File: config.mk
export PLATFORM = sky130hd
export DESIGN_NAME = calendar_date_counter
export DESIGN_NICKNAME = d
export VERILOG_FILES = /design/src/rtl/calendar_date_counter_pkg.sv /design/src/rtl/calendar_date_counter_seq_mod.sv /design/src/rtl/calendar_date_counter.sv
export SDC_FILE = /design/constraint.sdc
export NUM_CORES = 1
export LEC_CHECK = 0
export ABC_AREA = 1
export ABC_CLOCK_PERIOD_IN_PS = 8000
export CAP_MARGIN = 15
export CELL_PAD_IN_SITES_DETAIL_PLACEMENT = 0
export CELL_PAD_IN_SITES_GLOBAL_PLACEMENT = 1
export CORE_MARGIN = 2
export CORE_UTILIZATION = 47
export CTS_CLUSTER_SIZE = 28
export DETAILED_ROUTE_END_ITERATION = 12
export MAX_ROUTING_LAYER = met4
export PLACE_DENSITY = 0.95
export SLEW_MARGIN = 20
export SYNTH_ARGS = -nofsm -noshare
export SYNTH_HDL_FRONTEND = slang
export SYNTH_SLANG_ARGS = --single-unit
File: constraint.sdc
create_clock -name clk -period 8 [get_ports clk]
set_input_delay 1.2 -clock clk [delete_from_list [all_inputs] [get_ports clk]]
set_output_delay 1.2 -clock clk [all_outputs]
set_load 0.02 [all_outputs]
File: src/rtl/calendar_date_counter_pkg.sv
// Shared calendar definitions: calendar and FSM enums, date payload struct,
// modulo constants, month-length table and leap-year derivation.
package calendar_date_counter_pkg;

    typedef enum logic {
        GREGORIAN = 1'b0,
        SYMMETRY  = 1'b1
    } cal_t;

    typedef enum logic [1:0] {
        ST_RUN    = 2'd0,
        ST_MOD400 = 2'd1,
        ST_MODSYM = 2'd2,
        ST_CHECK  = 2'd3
    } state_t;

    localparam int unsigned DAY_W        = 6;
    localparam int unsigned MONTH_W      = 4;
    localparam int unsigned REM_W        = 9;    // holds remainders below 400 and 293
    localparam int unsigned GREG_CYCLE   = 400;
    localparam int unsigned SYM_MOD      = 293;
    localparam int unsigned SYM_MUL      = 52;
    localparam int unsigned SYM_OFF      = 146;
    localparam int unsigned LOAD_LAT     = 33;
    localparam int unsigned RESET_YEAR   = 2000;
    localparam int unsigned RESET_SYMRES = 131;  // (52*2000+146) mod 293

    // Date fields that travel together between shadow and committed state
    typedef struct packed {
        cal_t                 cal;
        logic [MONTH_W-1:0]   month;
        logic [DAY_W-1:0]     day;
    } date_t;

    // Month length; 0 for an out-of-range month so any day compares as invalid
    function automatic logic [DAY_W-1:0] monthLen(input logic [MONTH_W-1:0] m,
                                                  input cal_t               cal,
                                                  input logic               lp);
        logic [DAY_W-1:0] len;
        len = '0;
        if (cal == GREGORIAN) begin
            case (m)
                4'd1, 4'd3, 4'd5, 4'd7, 4'd8, 4'd10, 4'd12: len = 6'd31;
                4'd4, 4'd6, 4'd9, 4'd11:                    len = 6'd30;
                4'd2:                                       len = lp ? 6'd29 : 6'd28;
                default:                                    len = '0;
            endcase
        end else begin
            case (m)
                4'd2, 4'd5, 4'd8, 4'd11:                    len = 6'd35;
                4'd1, 4'd3, 4'd4, 4'd6, 4'd7, 4'd9, 4'd10:  len = 6'd28;
                4'd12:                                      len = lp ? 6'd35 : 6'd28;
                default:                                    len = '0;
            endcase
        end
        return len;
    endfunction

    // Leap flag from the maintained residues (year mod 400, symmetry residue)
    function automatic logic isLeap(input cal_t             cal,
                                    input logic [REM_W-1:0] y400,
                                    input logic [REM_W-1:0] symres);
        logic lp;
        if (cal == GREGORIAN) begin
            lp = (y400[1:0] == 2'b00) && (y400 != 9'd100) && (y400 != 9'd200)
                 && (y400 != 9'd300);
        end else begin
            lp = (symres < REM_W'(SYM_MUL));
        end
        return lp;
    endfunction

endpackage

File: src/rtl/calendar_date_counter_seq_mod.sv
// Sequential restoring-division remainder unit, one quotient bit per cycle.
// Ports: clk, reset (sync, active-high); start_i loads dividend_i/divisor_i and
// the number of significant dividend bits nbits_i; done_o pulses one cycle once
// rem_o holds dividend mod divisor (nbits_i cycles after start). rem_o is held
// until the next start.
module seq_mod #(
    parameter int unsigned DW = 18,
    parameter int unsigned RW = 9,
    parameter int unsigned CW = 5
) (
    input  logic          clk,
    input  logic          reset,
    input  logic          start_i,
    input  logic [DW-1:0] dividend_i,
    input  logic [RW-1:0] divisor_i,
    input  logic [CW-1:0] nbits_i,
    output logic          done_o,
    output logic [RW-1:0] rem_o
);

    logic [DW-1:0] dvd_q, dvd_d;
    logic [RW-1:0] rem_q, rem_d;
    logic [RW-1:0] div_q, div_d;
    logic [CW-1:0] cnt_q, cnt_d;
    logic          run_q, run_d;
    logic          done_q, done_d;
    logic [RW:0]   trial_c;

    // Shift the next dividend bit into the partial remainder, subtract if it fits
    always_comb begin
        dvd_d   = dvd_q;
        rem_d   = rem_q;
        div_d   = div_q;
        cnt_d   = cnt_q;
        run_d   = run_q;
        done_d  = 1'b0;
        trial_c = {rem_q, dvd_q[DW-1]};
        if (start_i) begin
            // Left-align the significant bits so only nbits_i iterations are needed
            dvd_d = dividend_i << (CW'(DW) - nbits_i);
            rem_d = '0;
            div_d = divisor_i;
            cnt_d = nbits_i;
            run_d = 1'b1;
        end else if (run_q) begin
            if (trial_c >= {1'b0, div_q}) begin
                rem_d = RW'(trial_c - {1'b0, div_q});
            end else begin
                rem_d = RW'(trial_c);
            end
            dvd_d = {dvd_q[DW-2:0], 1'b0};
            cnt_d = cnt_q - CW'(1);
            if (cnt_q == CW'(1)) begin
                run_d  = 1'b0;
                done_d = 1'b1;
            end
        end
    end

    always_ff @(posedge clk) begin
        if (reset) begin
            dvd_q  <= '0;
            rem_q  <= '0;
            div_q  <= '0;
            cnt_q  <= '0;
            run_q  <= 1'b0;
            done_q <= 1'b0;
        end else begin
            dvd_q  <= dvd_d;
            rem_q  <= rem_d;
            div_q  <= div_d;
            cnt_q  <= cnt_d;
            run_q  <= run_d;
            done_q <= done_d;
        end
    end

    assign done_o = done_q;
    assign rem_o  = rem_q;

endmodule

File: src/rtl/calendar_date_counter.sv
// Calendar date counter (Gregorian / Symmetry) with validated date load.
// Ports: clk, reset (sync, active-high); tick advances one day; load with
// loadDay/loadMonth/loadYear/calSel requests a new date, validated over a
// 33-cycle busy window (year mod 400, symmetry residue, range check).
// Outputs dayOfMonth, month, year, leap, busy, valid, err (reject pulse),
// yearInc (year rollover pulse).
module calendar_date_counter
    import calendar_date_counter_pkg::*;
#(
    parameter int unsigned YEAR_W = 12
) (
    input  logic              clk,
    input  logic              reset,
    input  logic              tick,
    input  logic              load,
    input  logic [5:0]        loadDay,
    input  logic [3:0]        loadMonth,
    input  logic [YEAR_W-1:0] loadYear,
    input  logic              calSel,
    output logic [5:0]        dayOfMonth,
    output logic [3:0]        month,
    output logic [YEAR_W-1:0] year,
    output logic              leap,
    output logic              busy,
    output logic              valid,
    output logic              err,
    output logic              yearInc
);

    localparam int unsigned SYM_W = YEAR_W + 6;         // width of 52*year+146
    localparam int unsigned NB_W  = $clog2(SYM_W + 1);

    state_t             state_q, state_d;
    date_t              cur_q, cur_d;
    logic [YEAR_W-1:0]  year_q, year_d;
    logic [REM_W-1:0]   y400_q, y400_d;
    logic [REM_W-1:0]   symres_q, symres_d;
    logic               leap_q, leap_d;
    logic               busy_q, busy_d;
    logic               valid_q, valid_d;
    logic               err_q, err_d;
    logic               yinc_q, yinc_d;
    date_t              sh_q, sh_d;
    logic [YEAR_W-1:0]  sh_year_q, sh_year_d;
    logic [REM_W-1:0]   sh_y400_q, sh_y400_d;
    logic [REM_W-1:0]   sh_sym_q, sh_sym_d;

    logic               mod_start_c;
    logic [SYM_W-1:0]   mod_dvd_c;
    logic [REM_W-1:0]   mod_div_c;
    logic [NB_W-1:0]    mod_nbits_c;
    logic               mod_done;
    logic [REM_W-1:0]   mod_rem;
    logic [DAY_W-1:0]   cur_len_c;
    logic [DAY_W-1:0]   sh_len_c;
    logic               sh_leap_c;

    // Shared divider operands: year mod 400 when started from RUN, symmetry residue otherwise
    always_comb begin
        if (state_q == ST_RUN) begin
            mod_dvd_c   = SYM_W'(loadYear);
            mod_div_c   = REM_W'(GREG_CYCLE);
            mod_nbits_c = NB_W'(YEAR_W);
        end else begin
            mod_dvd_c   = SYM_W'(SYM_W'(SYM_MUL) * SYM_W'(sh_year_q) + SYM_W'(SYM_OFF));
            mod_div_c   = REM_W'(SYM_MOD);
            mod_nbits_c = NB_W'(SYM_W);
        end
    end

    seq_mod #(
        .DW (SYM_W),
        .RW (REM_W),
        .CW (NB_W)
    ) u_seq_mod (
        .clk        (clk),
        .reset      (reset),
        .start_i    (mod_start_c),
        .dividend_i (mod_dvd_c),
        .divisor_i  (mod_div_c),
        .nbits_i    (mod_nbits_c),
        .done_o     (mod_done),
        .rem_o      (mod_rem)
    );

    // Next-state: day advance, load capture, residue computation, validation
    always_comb begin
        state_d     = state_q;
        cur_d       = cur_q;
        year_d      = year_q;
        y400_d      = y400_q;
        symres_d    = symres_q;
        sh_d        = sh_q;
        sh_year_d   = sh_year_q;
        sh_y400_d   = sh_y400_q;
        sh_sym_d    = sh_sym_q;
        err_d       = 1'b0;
        yinc_d      = 1'b0;
        mod_start_c = 1'b0;
        cur_len_c   = monthLen(cur_q.month, cur_q.cal, leap_q);
        sh_leap_c   = isLeap(sh_q.cal, sh_y400_q, sh_sym_q);
        sh_len_c    = monthLen(sh_q.month, sh_q.cal, sh_leap_c);

        case (state_q)
            ST_RUN: begin
                if (load) begin
                    sh_d        = '{cal: cal_t'(calSel), month: loadMonth, day: loadDay};
                    sh_year_d   = loadYear;
                    mod_start_c = 1'b1;
                    state_d     = ST_MOD400;
                end else if (tick) begin
                    if (cur_q.day < cur_len_c) begin
                        cur_d.day = cur_q.day + 6'd1;
                    end else begin
                        cur_d.day = 6'd1;
                        if (cur_q.month == 4'd12) begin
                            cur_d.month = 4'd1;
                            yinc_d      = 1'b1;
                            year_d      = year_q + YEAR_W'(1);
                            if (&year_q) begin
                                // Year wraps to 0: reseed residues to their year-0 values
                                y400_d   = '0;
                                symres_d = REM_W'(SYM_OFF);
                            end else begin
                                y400_d = (y400_q == REM_W'(GREG_CYCLE - 1)) ? '0
                                         : y400_q + REM_W'(1);
                                symres_d = (symres_q >= REM_W'(SYM_MOD - SYM_MUL))
                                           ? REM_W'(symres_q - REM_W'(SYM_MOD - SYM_MUL))
                                           : REM_W'(symres_q + REM_W'(SYM_MUL));
                            end
                        end else begin
                            cur_d.month = cur_q.month + 4'd1;
                        end
                    end
                end
            end
            ST_MOD400: begin
                if (mod_done) begin
                    sh_y400_d   = mod_rem;
                    mod_start_c = 1'b1;
                    state_d     = ST_MODSYM;
                end
            end
            ST_MODSYM: begin
                if (mod_done) begin
                    sh_sym_d = mod_rem;
                    state_d  = ST_CHECK;
                end
            end
            ST_CHECK: begin
                state_d = ST_RUN;
                if ((sh_q.month == 4'd0) || (sh_q.month > 4'd12) ||
                    (sh_q.day == 6'd0) || (sh_q.day > sh_len_c)) begin
                    err_d = 1'b1;
                end else begin
                    cur_d    = sh_q;
                    year_d   = sh_year_q;
                    y400_d   = sh_y400_q;
                    symres_d = sh_sym_q;
                end
            end
            default: state_d = ST_RUN;
        endcase

        leap_d  = isLeap(cur_d.cal, y400_d, symres_d);
        busy_d  = (state_d != ST_RUN);
        valid_d = (state_d == ST_RUN);
    end

    always_ff @(posedge clk) begin
        if (reset) begin
            state_q   <= ST_RUN;
            cur_q     <= '{cal: GREGORIAN, month: 4'd1, day: 6'd1};
            year_q    <= YEAR_W'(RESET_YEAR);
            y400_q    <= '0;
            symres_q  <= REM_W'(RESET_SYMRES);
            leap_q    <= 1'b1;
            busy_q    <= 1'b0;
            valid_q   <= 1'b1;
            err_q     <= 1'b0;
            yinc_q    <= 1'b0;
            sh_q      <= '0;
            sh_year_q <= '0;
            sh_y400_q <= '0;
            sh_sym_q  <= '0;
        end else begin
            state_q   <= state_d;
            cur_q     <= cur_d;
            year_q    <= year_d;
            y400_q    <= y400_d;
            symres_q  <= symres_d;
            leap_q    <= leap_d;
            busy_q    <= busy_d;
            valid_q   <= valid_d;
            err_q     <= err_d;
            yinc_q    <= yinc_d;
            sh_q      <= sh_d;
            sh_year_q <= sh_year_d;
            sh_y400_q <= sh_y400_d;
            sh_sym_q  <= sh_sym_d;
        end
    end

    assign dayOfMonth = cur_q.day;
    assign month      = cur_q.month;
    assign year       = year_q;
    assign leap       = leap_q;
    assign busy       = busy_q;
    assign valid      = valid_q;
    assign err        = err_q;
    assign yearInc    = yinc_q;

endmodule

==> results of run 1 <==
layout by cell type, fill, tap and decap left out, drive strengths merged, types with 3 or more instances in the layout:
master           n
buf              6
inv            179
nor3            18
o22ai            3
nand3b           3
xnor2           11
xor2            19
ha              65
o211ai          15
a21oi          115
clkdlybuf4s50   52
a31oi           16
clkbuf          22
a211oi          19
a221oi          14
nand2          204
a22oi            5
o21ai          148
nand4           14
fa               9
or2              7
o21bai           3
nor2           137
clkinv           5
nand3           63
dfxtp          126
stage by stage:
step                      hold WS, ns  util (%)  area (µm²)
after floorplan                 0.425         -        8700
after global placement          0.437      51.0        9230
after detailed placement        0.437      51.0        9230
after CTS                       0.445      54.1        9790
after global routing            0.485      54.1        9790
final                           0.444      54.1        9790
power by group through the flow:
stage               logic (W)  clock network (W)  registers [W]
finish               0.000498           0.000753       0.000723
global route         0.000576           0.000791       0.000729
CTS                  0.000499           0.000762       0.000722
detailed placement   0.000495                  0       0.000735
global placement     0.000488                  0       0.000734
floorplan            0.000395                  0       0.000718
per-layer routing:
metal / GRT usage [%] / vias up / wire [µm]
met5: - / - / 0
li1: - / 4267 / -
met3: 4.48 / 32 / 996
met2: 40.1 / 185 / 10500
met4: 7.28 / 0 / 416
met1: 31.6 / 3784 / 10800
worst min-delay path, cell delays in order, from the launching register on:
cell	delay (ns)
dfxtp_1	0.31
nand2_1	0.06
nor2_1	0.04
registers in the layout, indices dropped and copies added (netlist names), 2 cells and up:
register and count:
dayOfMonth 6, month 4, sh_q 11, sh_sym_q 9, sh_y400_q 9, sh_year_q 12
state_q 2, symres_q 9, u_seq_mod.cnt_q 5, u_seq_mod.div_q 3, u_seq_mod.dvd_q 18, u_seq_mod.rem_o 9
y400_q 9, year 12
worst min path at each step:
stage,depth (start not counted),start,endpoint,slack [ns]
CTS,2,u_seq_mod.dvd_q[0]$_SDFFE_PP0P_,u_seq_mod.dvd_q[0]$_SDFFE_PP0P_,0.45
detailed placement,2,u_seq_mod.dvd_q[0]$_SDFFE_PP0P_,u_seq_mod.dvd_q[0]$_SDFFE_PP0P_,0.44
floorplan,2,u_seq_mod.dvd_q[0]$_SDFFE_PP0P_,u_seq_mod.dvd_q[0]$_SDFFE_PP0P_,0.42
finish,2,u_seq_mod.dvd_q[0]$_SDFFE_PP0P_,u_seq_mod.dvd_q[0]$_SDFFE_PP0P_,0.44
global placement,2,u_seq_mod.dvd_q[0]$_SDFFE_PP0P_,u_seq_mod.dvd_q[0]$_SDFFE_PP0P_,0.44
global route,2,u_seq_mod.dvd_q[0]$_SDFFE_PP0P_,u_seq_mod.dvd_q[0]$_SDFFE_PP0P_,0.49
cells by family after synthesis:
family          after synthesis  share of synthesized area [%]
compound gates              345                           22.3
xor+xnor                     30                           3.02
fa+ha+maj                    74                           11.4
buf+inv                     241                           11.6
flops                       126                           29.0
simple gates                450                           22.6
layout make-up:
type	count	area (µm²)
clock buffer	22	474
tap	229	287
inverter	181	684
sequential	126	2520
clock inverter	6	86.3
timing repair buffer	58	563
multi-input combinational	899	5170
fill	1744	8300
==> key figures, run 1 <==
Outcome
  – Run status: complete, but fails checks
  – Failing checks: design-rule violations

Synthesis
  – Ys async rst share: 0%
  – Mapped Area: 8700 µm²
  – Synthesized netlist cell count: 1266
  – Most frequent cells after synthesis: 194 x nand2_1, 169 x inv_1, 142 x o21ai_0
  – Synth top area cells: dfxtp_1 29%, ha_1 9.3%, nand2_1 8.4%, o21ai_0 8.2%, inv_1 7.3%
  – Synthesis Warnings: 0
  – Cell variety after synth: 48
  – Count leader, synth: nand2_1
  – Sequential cell area fraction in the yosys report: 29.0%
  – #FFs+latches synth: 126
  – Ys flop type: dfxtp_1
  – Area share of the largest cell type after synthesis: 29.0%
  – Post-synthesis net count: 1367
  – Top cell type by total area after synthesis: dfxtp_1
  – Number of synthesized flops with an enable pin: 0
  – Mapped Avg Cell Area: 6.87 µm²

Clock network
  – Clock Latency Late Sink: 0.42 ns
  – Clk pin slew, worst setup/hold paths: 0.06 ns
  – CTS Buffer Depth: 2
  – Cts hold-fix bufs: 0
  – CTS tree: yes
  – Clk root buf: clkbuf_16
  – H-tree lvl count: 4
  – PostCTS Resize Cnt: 0
  – Number of CTS-inserted buffers: 17
  – # Post-CTS Setup Buffers: 0
  – Clock sink count: 126

Worst setup path
  – Cell class contributing the biggest share of worst-path delay: simple AND/OR/NAND/NOR gates
  – R2R Path Start: sh_y400_q[3]$_SDFFE_PP0P_
  – Register-to-register setup slack: 3.69 ns
  – Critical Path End Type: register
  – FF-to-FF path depth: 25
  – CP peak stage delay: 0.74 ns
  – Crit path depth: 25
  – Critical path class: register to register
  – Slowest library cell on the worst path: nor2_2
  – FF-to-FF End: leap$_SDFF_PP1_
  – Critical Path Start: sh_y400_q[3]$_SDFFE_PP0P_
  – Crit path launch type: register
  – Max Fanout on Critical Path: 24
  – Critical path required time: 8.32 ns
  – Critical Path AT: 4.62 ns
  – CP most frequent cell: nand2_1
  – Bufs and invs on worst path: 3
  – CP endpoint: leap$_SDFF_PP1_

Route
  – Vias per cell: 5.44
  – Routed len/inst: 14.9 µm
  – Initial detailed-routing violation count: 574
  – DRT Pass-1 Iters: 9
  – Antenna Nets Post-Route: 0
  – DR DRC count: 5
  – Post-Route WL: 22700 µm
  – Vias post-DR: 8268

Floorplanning
  – I/O pin cnt: 54
  – Site Rows: 49
  – Core outline area: 18100 µm²
  – Die height: 140 µm
  – DIE WIDTH: 140 µm
  – Die ar.: 19600 µm²
  – Initial Util: 48.1%

Power
  – Tot Pwr: 0.00197 W
  – Leakage: 4.29 nW
  – Power Density: 202 nW/µm²
  – Max VDD drop: 162 µV
  – P_int: 0.00134 W
  – Flop pwr share: 36.6%
  – Combinational power share: 25.2%
  – Net switching power: 0.000639 W
  – Sw frac: 32.4%
  – Clock power share: 38.2%

Layout
  – Layout cell share with drive strength beyond 1: 5.50%
  – Layout net count: 1384
  – # diodes: 0
  – Fin cells: 1521
  – Synthesis-to-layout area growth: 12.5%

GRT
  – Initial antenna violation count: 0
  – Gr usage total: 24.7%
  – First-pass GRT wire length: 38000 µm
  – Gr ovfl total: 0
  – Largest net degree at the start of global routing: 64
  – Vias in the first global route: 7777

Placement
  – Post-DP HPWL: 16900 µm
  – Inst Count DP: 1493
  – Pre-CTS WS: 3.69 ns
  – IO buf count: 53
  – RePlAce Congestion: 0.908

STA
  – Total Negative Setup Slacks: 0 ns
  – Setup WS post-layout: 3.69 ns
  – F_max: 232 MHz
  – Final Max Slew Viols: 0
  – Final Skew: 0.00840 ns
  – Final setup fails: 0
  – Final hold violation count: 0
  – RSZ-0062 raised after global routing: false
  – Fin crit period: 4.31 ns
  – Worst relative slew slack: 35.9%
  – Actual slew at the worst max-slew pin: 0.957 ns
  – Fin crit share: 53.8%

Job
  – Max-Cap Viols: 0

Hold path
  – Worst min path class: register to register
Note: power is estimated with default switching activity, not from simulation.
==> run 2: changes to the inputs <==
--- a/config.mk
+++ b/config.mk
@@ -6,16 +6,16 @@
 export NUM_CORES = 1
 export LEC_CHECK = 0
 export ABC_AREA = 1
-export ABC_CLOCK_PERIOD_IN_PS = 8000
+export ABC_CLOCK_PERIOD_IN_PS = 3500
 export CAP_MARGIN = 15
 export CELL_PAD_IN_SITES_DETAIL_PLACEMENT = 0
 export CELL_PAD_IN_SITES_GLOBAL_PLACEMENT = 1
 export CORE_MARGIN = 2
-export CORE_UTILIZATION = 47
+export CORE_UTILIZATION = 40
 export CTS_CLUSTER_SIZE = 28
 export DETAILED_ROUTE_END_ITERATION = 12
 export MAX_ROUTING_LAYER = met4
-export PLACE_DENSITY = 0.95
+export PLACE_DENSITY = 0.89
 export SLEW_MARGIN = 20
 export SYNTH_ARGS = -nofsm -noshare
 export SYNTH_HDL_FRONTEND = slang
==> constraint.sdc (replaced) <==
create_clock -name clk -period 3.5 [get_ports clk]
set_input_delay 0.525 -clock clk [delete_from_list [all_inputs] [get_ports clk]]
set_output_delay 0.525 -clock clk [all_outputs]
set_load 0.02 [all_outputs]
==> key figures, run 2 (same netlist as run 1, synthesis figures left out) <==
Worst setup path
  – Critical path required time: 3.87 ns (-4.45 ns)
  – Max Fanout on Critical Path: 4 (-83%)
  – FF-to-FF path depth: 26 (+4.0%)
  – CP peak stage delay: 0.37 ns (-0.37 ns)
  – Slowest library cell on the worst path: dfxtp_4
  – Critical path class: register to register
  – Critical Path AT: 3.88 ns (-0.74 ns)
  – Critical Path End Type: register
  – CP most frequent cell: nand3_1
  – Crit path launch type: register

Floorplanning
  – DIE WIDTH: 151 µm (+8.2%)
  – Die height: 151 µm (+8.2%)
  – Die ar.: 22900 µm² (+17%)
  – I/O pin cnt: 54 (unchanged)
  – Site Rows: 53 (+8.2%)
  – Initial Util: 41.1% (-7.0 points)
  – Core outline area: 21200 µm² (+17%)

Route
  – Initial detailed-routing violation count: 606 (+5.6%)
  – Post-Route WL: 25200 µm (+11%)
  – DRT Pass-1 Iters: 5 (-4)
  – DR DRC count: 0 (-5)
  – Routed len/inst: 15.0 µm (+0.65%)
  – Vias per cell: 5.20 (-4.3%)
  – Antenna Nets Post-Route: 0 (unchanged)
  – Vias post-DR: 8727 (+5.6%)

Placement
  – RePlAce Congestion: 0.897 (-1.2%)
  – IO buf count: 53 (unchanged)
  – Pre-CTS WS: -0.177 ns (-3.86 ns)
  – Post-DP HPWL: 17800 µm (+5.8%)
  – Inst Count DP: 1616 (+8.2%)

Layout
  – Max reg flops: 18 (unchanged)
  – # diodes: 0 (unchanged)
  – Largest Register: u_seq_mod.dvd_q
  – Synthesis-to-layout area growth: 29.1%
  – Fin cells: 1677 (+10%)
  – Commonest non-fill, non-tap cell in the layout: nand2_1
  – Number of fill cells in the layout: 2055 (+18%)
  – Layout cell share with drive strength beyond 1: 19.8% (+14 points)
  – Layout net count: 1490 (+7.7%)
  – Most frequent cells in the layout: 180 x nand2_1, 157 x inv_1, 127 x o21ai_0

Hold path
  – Worst min path class: register to register
  – Hold depth: 2 (unchanged)

STA
  – Fin crit share: 100% (+46 points)
  – Final Max Slew Viols: 0 (unchanged)
  – Final hold slack: 0.459 ns (+0.0147 ns)
  – Worst relative slew slack: 26.7% (-9.2 points)
  – Fin crit period: 3.51 ns (-0.800 ns)
  – F_max: 285 MHz (+23%)
  – Final hold violation count: 0 (unchanged)
  – Final Skew: 0.00739 ns (-0.00101 ns)
  – Setup WS post-layout: -0.00799 ns (-3.70 ns)
  – Actual slew at the worst max-slew pin: 1.09 ns (+0.137 ns)
  – RSZ-0062 raised after global routing: true
  – Final setup fails: 1 (+1)
  – Total Negative Setup Slacks: -0.00799 ns (-0.00799 ns)

GRT
  – Gr ovfl total: 0 (unchanged)
  – Gr usage total: 22.5% (-2.2 points)
  – First-pass GRT wire length: 39900 µm (+4.8%)
  – Vias in the first global route: 8119 (+4.4%)
  – Initial antenna violation count: 0 (unchanged)
  – Largest net degree at the start of global routing: 50 (-22%)

Outcome
  – Failing checks: negative setup slack
  – Run status: complete, but fails checks

Clock network
  – Clk root buf: clkbuf_16
  – Clock sink count: 126 (unchanged)
  – CTS Buffer Depth: 2 (unchanged)
  – CTS tree: yes
  – Clk pin slew, worst setup/hold paths: 0.06 ns (about the same)
  – Clock Latency Late Sink: 0.42 ns (about the same)
  – H-tree lvl count: 4 (unchanged)
  – Number of CTS-inserted buffers: 17 (unchanged)

Power
  – Power Density: 443 nW/µm² (+120%)
  – Max VDD drop: 358 µV (+120%)
  – Leakage: 4.87 nW (+13%)

Job
  – Max-Cap Viols: 0 (unchanged)
## run 2: cell count changes in the layout (fill, tap and decap cells not counted), moves of 11 or more
cell,change
buf_4,+95
o21ai_0,-15
nand2_1,-14
inv_1,-12
a21oi_1,-11
dfxtp_1,-11
ha_1,-11
ha_4,+11
nand2_2,+11
## run 2: path summary, 6_finish.rpt
check / from / endpoint / slack [ns]
max: month[1]$_SDFFE_PP0P_ / leap$_SDFF_PP1_ / -0.008
min: u_seq_mod.dvd_q[0]$_SDFFE_PP0P_ / u_seq_mod.dvd_q[0]$_SDFFE_PP0P_ / 0.46
max reg2reg: month[1]$_SDFFE_PP0P_ / leap$_SDFF_PP1_ / -0.008
min reg2reg: u_seq_mod.dvd_q[0]$_SDFFE_PP0P_ / u_seq_mod.dvd_q[0]$_SDFFE_PP0P_ / 0.46
## run 2: routing by layer
layer / track usage (%) / routed length, µm
met1: 29.3 / 11800
met2: 36.0 / 11800
met3: 4.07 / 1200
met4: 6.40 / 406
met5: - / 0
## run 2: area by class of cell
type	count	area [µm²]	share of cell area [%]
clock buffer	18	439	3.91
timing repair buffer	161	1380	12.3
tap	275	344	3.06
inverter	181	709	6.32
multi-input combinational	899	5620	50.1
clock inverter	14	165	1.47
sequential	126	2540	22.6
timing repair inverter	3	22.5	0.201
## run 2: metrics by stage
| stage | util (%) | total power (W) | area, µm² |
|---|---|---|---|
| global placement | 46.7 | 0.00292 | 9880 |
| floorplan | - | 0.00255 | 8710 |
| detailed placement | 46.7 | 0.00293 | 9880 |
| global route | 53.1 | 0.00526 | 11200 |
| CTS | 50.4 | 0.00483 | 10700 |
| finish | 53.1 | 0.00498 | 11200 |
## run 2: report_power, final
part / leakage (nW) / switching, W / internal (W)
registers: 1.04 / 0.000118 / 0.00153
clock network: 0.285 / 0.000692 / 0.00114
logic: 3.55 / 0.000853 / 0.000643
total: 4.87 / 0.00166 / 0.00331
## run 2: timing repair
action / 4_1_cts / 5_1_grt
setup buffers: 13 / 15
endpoints found under the setup margin: 19 / 42
resized for setup: 28 / 122
pin swaps: 16 / 50
hold buffers: 0 / 0
gates cloned: 0 / 3
## run 2: worst max-delay path: cells and delay by family (launching register included)
kind	cells	cell delay [ns]
buffers and inverters	7	0.68
and+or+nand+nor	12	1.20
AOI/OAI and AO/OA	5	0.81
adders and majority gates	2	0.36
DFF	1	0.37
